File: config.mk
export PLATFORM = sky130hd
export DESIGN_NAME = input_conditioner
export DESIGN_NICKNAME = d
export VERILOG_FILES = /design/src/rtl/input_conditioner_pkg.sv /design/src/rtl/debounce_bit.sv /design/src/rtl/input_conditioner.sv
export SDC_FILE = /design/constraint.sdc
export NUM_CORES = 1
export LEC_CHECK = 0
export ABC_CLOCK_PERIOD_IN_PS = 3450
export BUFFER_PORTS_ARGS = -buffer_cell sky130_fd_sc_hd__buf_2
export CAP_MARGIN = 20
export CORE_ASPECT_RATIO = 1.5
export CORE_MARGIN = 2
export CORE_UTILIZATION = 30
export DETAILED_ROUTE_END_ITERATION = 10
export PLACE_DENSITY_LB_ADDON = 0.3
export RECOVER_POWER = 25
export SLEW_MARGIN = 0
export SYNTH_ARGS = -nofsm -noshare
export SYNTH_HDL_FRONTEND = slang
export SYNTH_HIERARCHICAL = 1
export SYNTH_SLANG_ARGS = --single-unit
File: constraint.sdc
create_clock -name PHYSICAL_CLOCK -period 3.45 [get_ports PHYSICAL_CLOCK]
set_clock_uncertainty 0.1 [all_clocks]
set_input_delay 1.035 -clock PHYSICAL_CLOCK [delete_from_list [all_inputs] [get_ports PHYSICAL_CLOCK]]
set_output_delay 1.035 -clock PHYSICAL_CLOCK [all_outputs]
set_load 0.02 [all_outputs]
File: src/rtl/input_conditioner_pkg.sv
// Shared types and defaults for the pin-conditioning front end.
// Debounce FSM state encoding and default timing parameters.
package input_conditioner_pkg;

    typedef enum logic [1:0] {
        STABLE_LOW  = 2'd0,
        WAIT_HIGH   = 2'd1,
        STABLE_HIGH = 2'd2,
        WAIT_LOW    = 2'd3
    } debounce_state_t;

    localparam int DEFAULT_DEBOUNCE_CYCLES = 1_000_000;
    localparam int DEFAULT_SYNC_STAGES     = 2;

endpackage

File: src/rtl/debounce_bit.sv
// One conditioning channel: multi-flop synchroniser, debounce FSM with a
// saturating-free counter, and registered level/rise/fall outputs.
module debounce_bit
    import input_conditioner_pkg::*;
#(
    parameter int DEBOUNCE_CYCLES = DEFAULT_DEBOUNCE_CYCLES,
    parameter int SYNC_STAGES     = DEFAULT_SYNC_STAGES
) (
    input  logic clk,
    input  logic rst_n,
    input  logic raw,
    output logic level,
    output logic rise,
    output logic fall
);

    localparam int CW = $clog2(DEBOUNCE_CYCLES + 1);
    localparam logic [CW-1:0] CNT_ONE = CW'(1);
    localparam logic [CW-1:0] CNT_MAX = CW'(DEBOUNCE_CYCLES);

    logic [SYNC_STAGES-1:0] sync;
    logic                   synced;
    logic [CW-1:0]          cnt;
    debounce_state_t        state;

    assign synced = sync[SYNC_STAGES-1];

    // The count is compared against CNT_MAX before incrementing, so it never wraps.
    always_ff @(posedge clk or negedge rst_n) begin
        if (!rst_n) begin
            sync  <= '0;
            state <= STABLE_LOW;
            cnt   <= '0;
            level <= 1'b0;
            rise  <= 1'b0;
            fall  <= 1'b0;
        end else begin
            sync <= {sync[SYNC_STAGES-2:0], raw};
            rise <= 1'b0;
            fall <= 1'b0;
            case (state)
                STABLE_LOW: begin
                    if (synced) begin
                        state <= WAIT_HIGH;
                        cnt   <= CNT_ONE;
                    end
                end
                WAIT_HIGH: begin
                    if (!synced) begin
                        state <= STABLE_LOW;
                        cnt   <= '0;
                    end else if (cnt == CNT_MAX) begin
                        state <= STABLE_HIGH;
                        cnt   <= '0;
                        level <= 1'b1;
                        rise  <= 1'b1;
                    end else begin
                        cnt <= cnt + CNT_ONE;
                    end
                end
                STABLE_HIGH: begin
                    if (!synced) begin
                        state <= WAIT_LOW;
                        cnt   <= CNT_ONE;
                    end
                end
                WAIT_LOW: begin
                    if (synced) begin
                        state <= STABLE_HIGH;
                        cnt   <= '0;
                    end else if (cnt == CNT_MAX) begin
                        state <= STABLE_LOW;
                        cnt   <= '0;
                        level <= 1'b0;
                        fall  <= 1'b1;
                    end else begin
                        cnt <= cnt + CNT_ONE;
                    end
                end
                default: begin
                    state <= STABLE_LOW;
                    cnt   <= '0;
                end
            endcase
        end
    end

endmodule

File: src/rtl/input_conditioner.sv
// Board-pin front end: debounced button/switch levels and edge pulses, plus
// a downstream reset that asserts asynchronously and releases synchronously.
module input_conditioner
    import input_conditioner_pkg::*;
#(
    parameter int DEBOUNCE_CYCLES = DEFAULT_DEBOUNCE_CYCLES,
    parameter int SYNC_STAGES     = DEFAULT_SYNC_STAGES,
    parameter int SW_WIDTH        = 4
) (
    input  logic                PHYSICAL_CLOCK,
    input  logic                PHYSICAL_RESET,
    input  logic                PHYSICAL_BUTTON,
    input  logic [SW_WIDTH-1:0] PHYSICAL_SWITCH,
    output logic                RESET,
    output logic                BUTTON_LEVEL,
    output logic                BUTTON_PRESS,
    output logic                BUTTON_RELEASE,
    output logic [SW_WIDTH-1:0] SWITCH,
    output logic                SWITCH_CHANGE
);

    logic [SW_WIDTH:0]      raw_in;
    logic [SW_WIDTH:0]      lvl;
    logic [SW_WIDTH:0]      rise;
    logic [SW_WIDTH:0]      fall;
    logic [SYNC_STAGES-1:0] rst_ff;

    // Channel 0 is the button; channels 1..SW_WIDTH are the switch bits.
    assign raw_in = {PHYSICAL_SWITCH, PHYSICAL_BUTTON};

    for (genvar i = 0; i <= SW_WIDTH; i++) begin : g_chan
        debounce_bit #(
            .DEBOUNCE_CYCLES(DEBOUNCE_CYCLES),
            .SYNC_STAGES    (SYNC_STAGES)
        ) u_debounce (
            .clk  (PHYSICAL_CLOCK),
            .rst_n(PHYSICAL_RESET),
            .raw  (raw_in[i]),
            .level(lvl[i]),
            .rise (rise[i]),
            .fall (fall[i])
        );
    end

    // Ones are loaded asynchronously; zeros walk in one stage per edge on release.
    always_ff @(posedge PHYSICAL_CLOCK or negedge PHYSICAL_RESET) begin
        if (!PHYSICAL_RESET) begin
            rst_ff <= '1;
        end else begin
            rst_ff <= {rst_ff[SYNC_STAGES-2:0], 1'b0};
        end
    end

    assign RESET          = rst_ff[SYNC_STAGES-1];
    assign BUTTON_LEVEL   = lvl[0];
    assign BUTTON_PRESS   = rise[0];
    assign BUTTON_RELEASE = fall[0];
    assign SWITCH         = lvl[SW_WIDTH:1];
    assign SWITCH_CHANGE  = |(rise[SW_WIDTH:1] | fall[SW_WIDTH:1]);

endmodule

==> summary.md <==
| Metric | Value |
|---|---|
| EDFF count, synth | 0 |
| Unique cell type count in the Yosys netlist | 52 |
| Input/output buffers | 15 |
| Cells on worst reg2reg path | 7 |
| PwrDens | 436 nW/um^2 |
| Commonest non-fill, non-tap cells in the layout | dfrtp_1, o21ai_0, nand3_1, nand2_1, inv_1 |
| DRC viols | 0 |
| GRT Residual Overflow | 0 |
| Max-Cap Viols | 1 |
| Worst Hold Launch | g_chan[3].u_debounce/sync[0] |
| Die span in x | 132 microns |
| Routed WL | 16.7 mm |
| Hold-critical path endpoint | g_chan[3].u_debounce/sync[1] |
| Period minus WS final | 2630 ps |
| Root Buffer | clkbuf_16 |
| Drt pass-1 iters | 5 |
| Row Count | 70 |
| Clock transition at path regs | 60 ps |
| Die Ht | 196 microns |
| Startpoint Class | register |
| Largest net degree at the start of global routing | 58 |
| Syn Inst Count | about 820 |
| IO Pins | 16 |
| Max_slew headroom | 0.00162 |
| Max FO, Critical Path | 1 |
| Synth warn | 6 |
| First-pass GRT wire length | between 20 and 30 mm |
| Synth async-reset ratio | 1.00 |
| Top cell type by total area after synthesis | dfrtp_1 |
| Syn Area/Cell | 8.97 sq um |
| Fraction of layout cells with a size suffix above 1 | 0.115 |
| CTS Buf Count | 17 |
| Final setup fails | 0 |
| RSZ-0062 raised after global routing | no |
| Final #Nets | 848 |
| Post-Route Setup TNS | 0 ps |
| Clk sinks | 137 |
| Vias in the first global route | 5991 |
| DIE AREA | roughly 26000 sq um |
| CTS Buffer Depth | 2 |
| Most common cell after layout, fill and taps aside | dfrtp_1 |
| Hpwl dp | 11.6 mm |
| Failing checks | capacitance limit |
| Worst Hold Class | reg2reg |
| Max Slew Vio Count | 0 |
| RePlAce Congestion | 0.821 |
| Ant diodes | 0 |
| Status | finished, violations left |
| Dominant synthesized flop cell | dfrtp_1 |
| Top cell type's share of synthesized area | 0.459 |
| Worst-margin pin slew | 1500 ps |
| Dpl cells | 1136 |
| Worst setup EP type | output port |
| Hold depth | 0 |
| Max rail drop VDD | 0.000324 V |
| Synth Register Bits | between 100 and 150 |
| Post-CTS Setup Bufs | 0 |
| Initial antenna violation count | 0 |
| Cell leakage power | 3.37 nW |
| Max Freq | 380 MHz |
| Reg-to-Reg End | g_chan[1].u_debounce/cnt[13] |
| Area contributors post-synth | dfrtp_1, o21ai_0, nand3_1 |
| Starting density of the core | 0.304 |
| WL/cell | 14.3 microns |
| Post-route cell area | a little over 8000 sq um |
| Crit path DAT | about 1500 ps |
| Sequential cell area fraction in the yosys report | 0.466 |
| DRT iter0 DRCs | 316 |
| Core area | 24300 sq um |
| Crit Path Category | reg2out |
| Clk Latency, worst-skew pair | 420 ps |
| CTS tree | built |
| Req. time, crit path | around 2300 ps |
| Final Hold Fails | 0 |
| Drt via density | 5.09 |
| Worst R2R Start | g_chan[1].u_debounce/cnt[0] |
| Non-filler cells, final | 1167 |
| Post-CTS Hold Fix Bufs | 0 |
| Detail Route Antenna Nets | 0 |
| Cell area after synthesis | roughly 7400 sq um |
| Synth Net Count | 838 |
| Htree depth | 4 |
| Worst slack at placement | a little over 1000 ps |
| CTS resizes | 0 |
| Setup ws final | 819 ps |
| Final Cycle Share | 0.763 |
| Aggregate global-route resource usage | 0.135 |
| Post-DP Area | a little under 8000 sq um |
| Area grow syn2layout | 12.8% |
| Vias | between 5000 and 6000 |
| Setup slack, reg-to-reg | a little over 900 ps |
==> flip-flops by register name, summed over array words and instances (netlist names), named ones only <==
name	cells
g_chan.u_debounce/cnt	100
g_chan.u_debounce/rise	5
g_chan.u_debounce/level	5
g_chan.u_debounce/sync	10
g_chan.u_debounce/fall	5
rst_ff	2
g_chan.u_debounce/state	5
==> layer usage <==
layer / share of wire / wire length (microns) / track usage / up-vias
met3: 0.023 / 389 / 0.0238 / 22
met2: 0.52 / 8580 / 0.247 / 76
li1: - / - / - / 2980
met1: 0.44 / 7360 / 0.151 / 2865
met4: 0.019 / 323 / 0.0620 / 0
met5: 0 / 0 / 0 / -
==> critical path, cell delays in order (launching register included) <==
cell and delay (ps):
dfrtp_1 360, nor4_1 360, nand2_1 170, buf_2 190
==> Yosys cell counts, drive strengths merged (18+ instances only) <==
cell	count
nand3	71
nand2	69
nor3b	18
inv	55
o21ai	91
nor2	42
a21o	18
a21oi	54
clkbuf	19
nor3	26
nand4	29
dfrtp	135
or3	46
==> cell type report <==
| cell class | count | area (sq um) |
|---|---|---|
| Clock buffer | 18 | 429 |
| Inverter | 55 | 206 |
| Sequential cell | 137 | 3430 |
| Clock inverter | 13 | 125 |
| Multi-Input combinational cell | 600 | 3580 |
| Timing Repair Buffer | 20 | 136 |
| Fill cell | 2501 | 16000 |
| Tap cell | 324 | 405 |
==> through the flow <==
step	hold WS, ps	power [mW]	util
floorplan	231	1.84	-
global placement	231	1.92	0.320
detailed placement	236	1.92	0.320
CTS	241	3.69	0.343
global route	252	3.80	0.342
finish	244	3.62	0.342
==> cell families after synthesis <==
family | after synthesis | share of synthesized area
AND/OR/NAND/NOR | 375 | 0.286
AO/OA/AOI/OAI | 189 | 0.149
flip-flops | 137 | 0.466
buffers and inverters | 84 | 0.0486
XOR/XNOR | 14 | 0.0167
multiplexers | 11 | 0.0165
adder cells (fa/ha/maj) | 10 | 0.0170
other | 1 | 0.000509
==> power breakdown <==
group	internal [mW]	switching, mW	leakage, nW
Sequential	1.64	0.0401	1.86
Clock	0.994	0.737	0.260
Combinational	0.0694	0.146	1.26
==> worst max path at each step <==
stage | startpoint | end | slack (ps) | cells after the start
floorplan | g_chan[4].u_debounce/cnt[15] | g_chan[4].u_debounce/cnt[10] | 1370 | 6
global placement | g_chan[3].u_debounce/cnt[0] | g_chan[3].u_debounce/cnt[13] | 1090 | 7
detailed placement | g_chan[1].u_debounce/cnt[0] | g_chan[1].u_debounce/cnt[13] | 1010 | 7
CTS | g_chan[3].u_debounce/fall | SWITCH_CHANGE | 730 | 3
global route | g_chan[3].u_debounce/fall | SWITCH_CHANGE | 660 | 3
finish | g_chan[3].u_debounce/fall | SWITCH_CHANGE | 820 | 3
No activity file was read; power rests on OpenSTA's default activity.
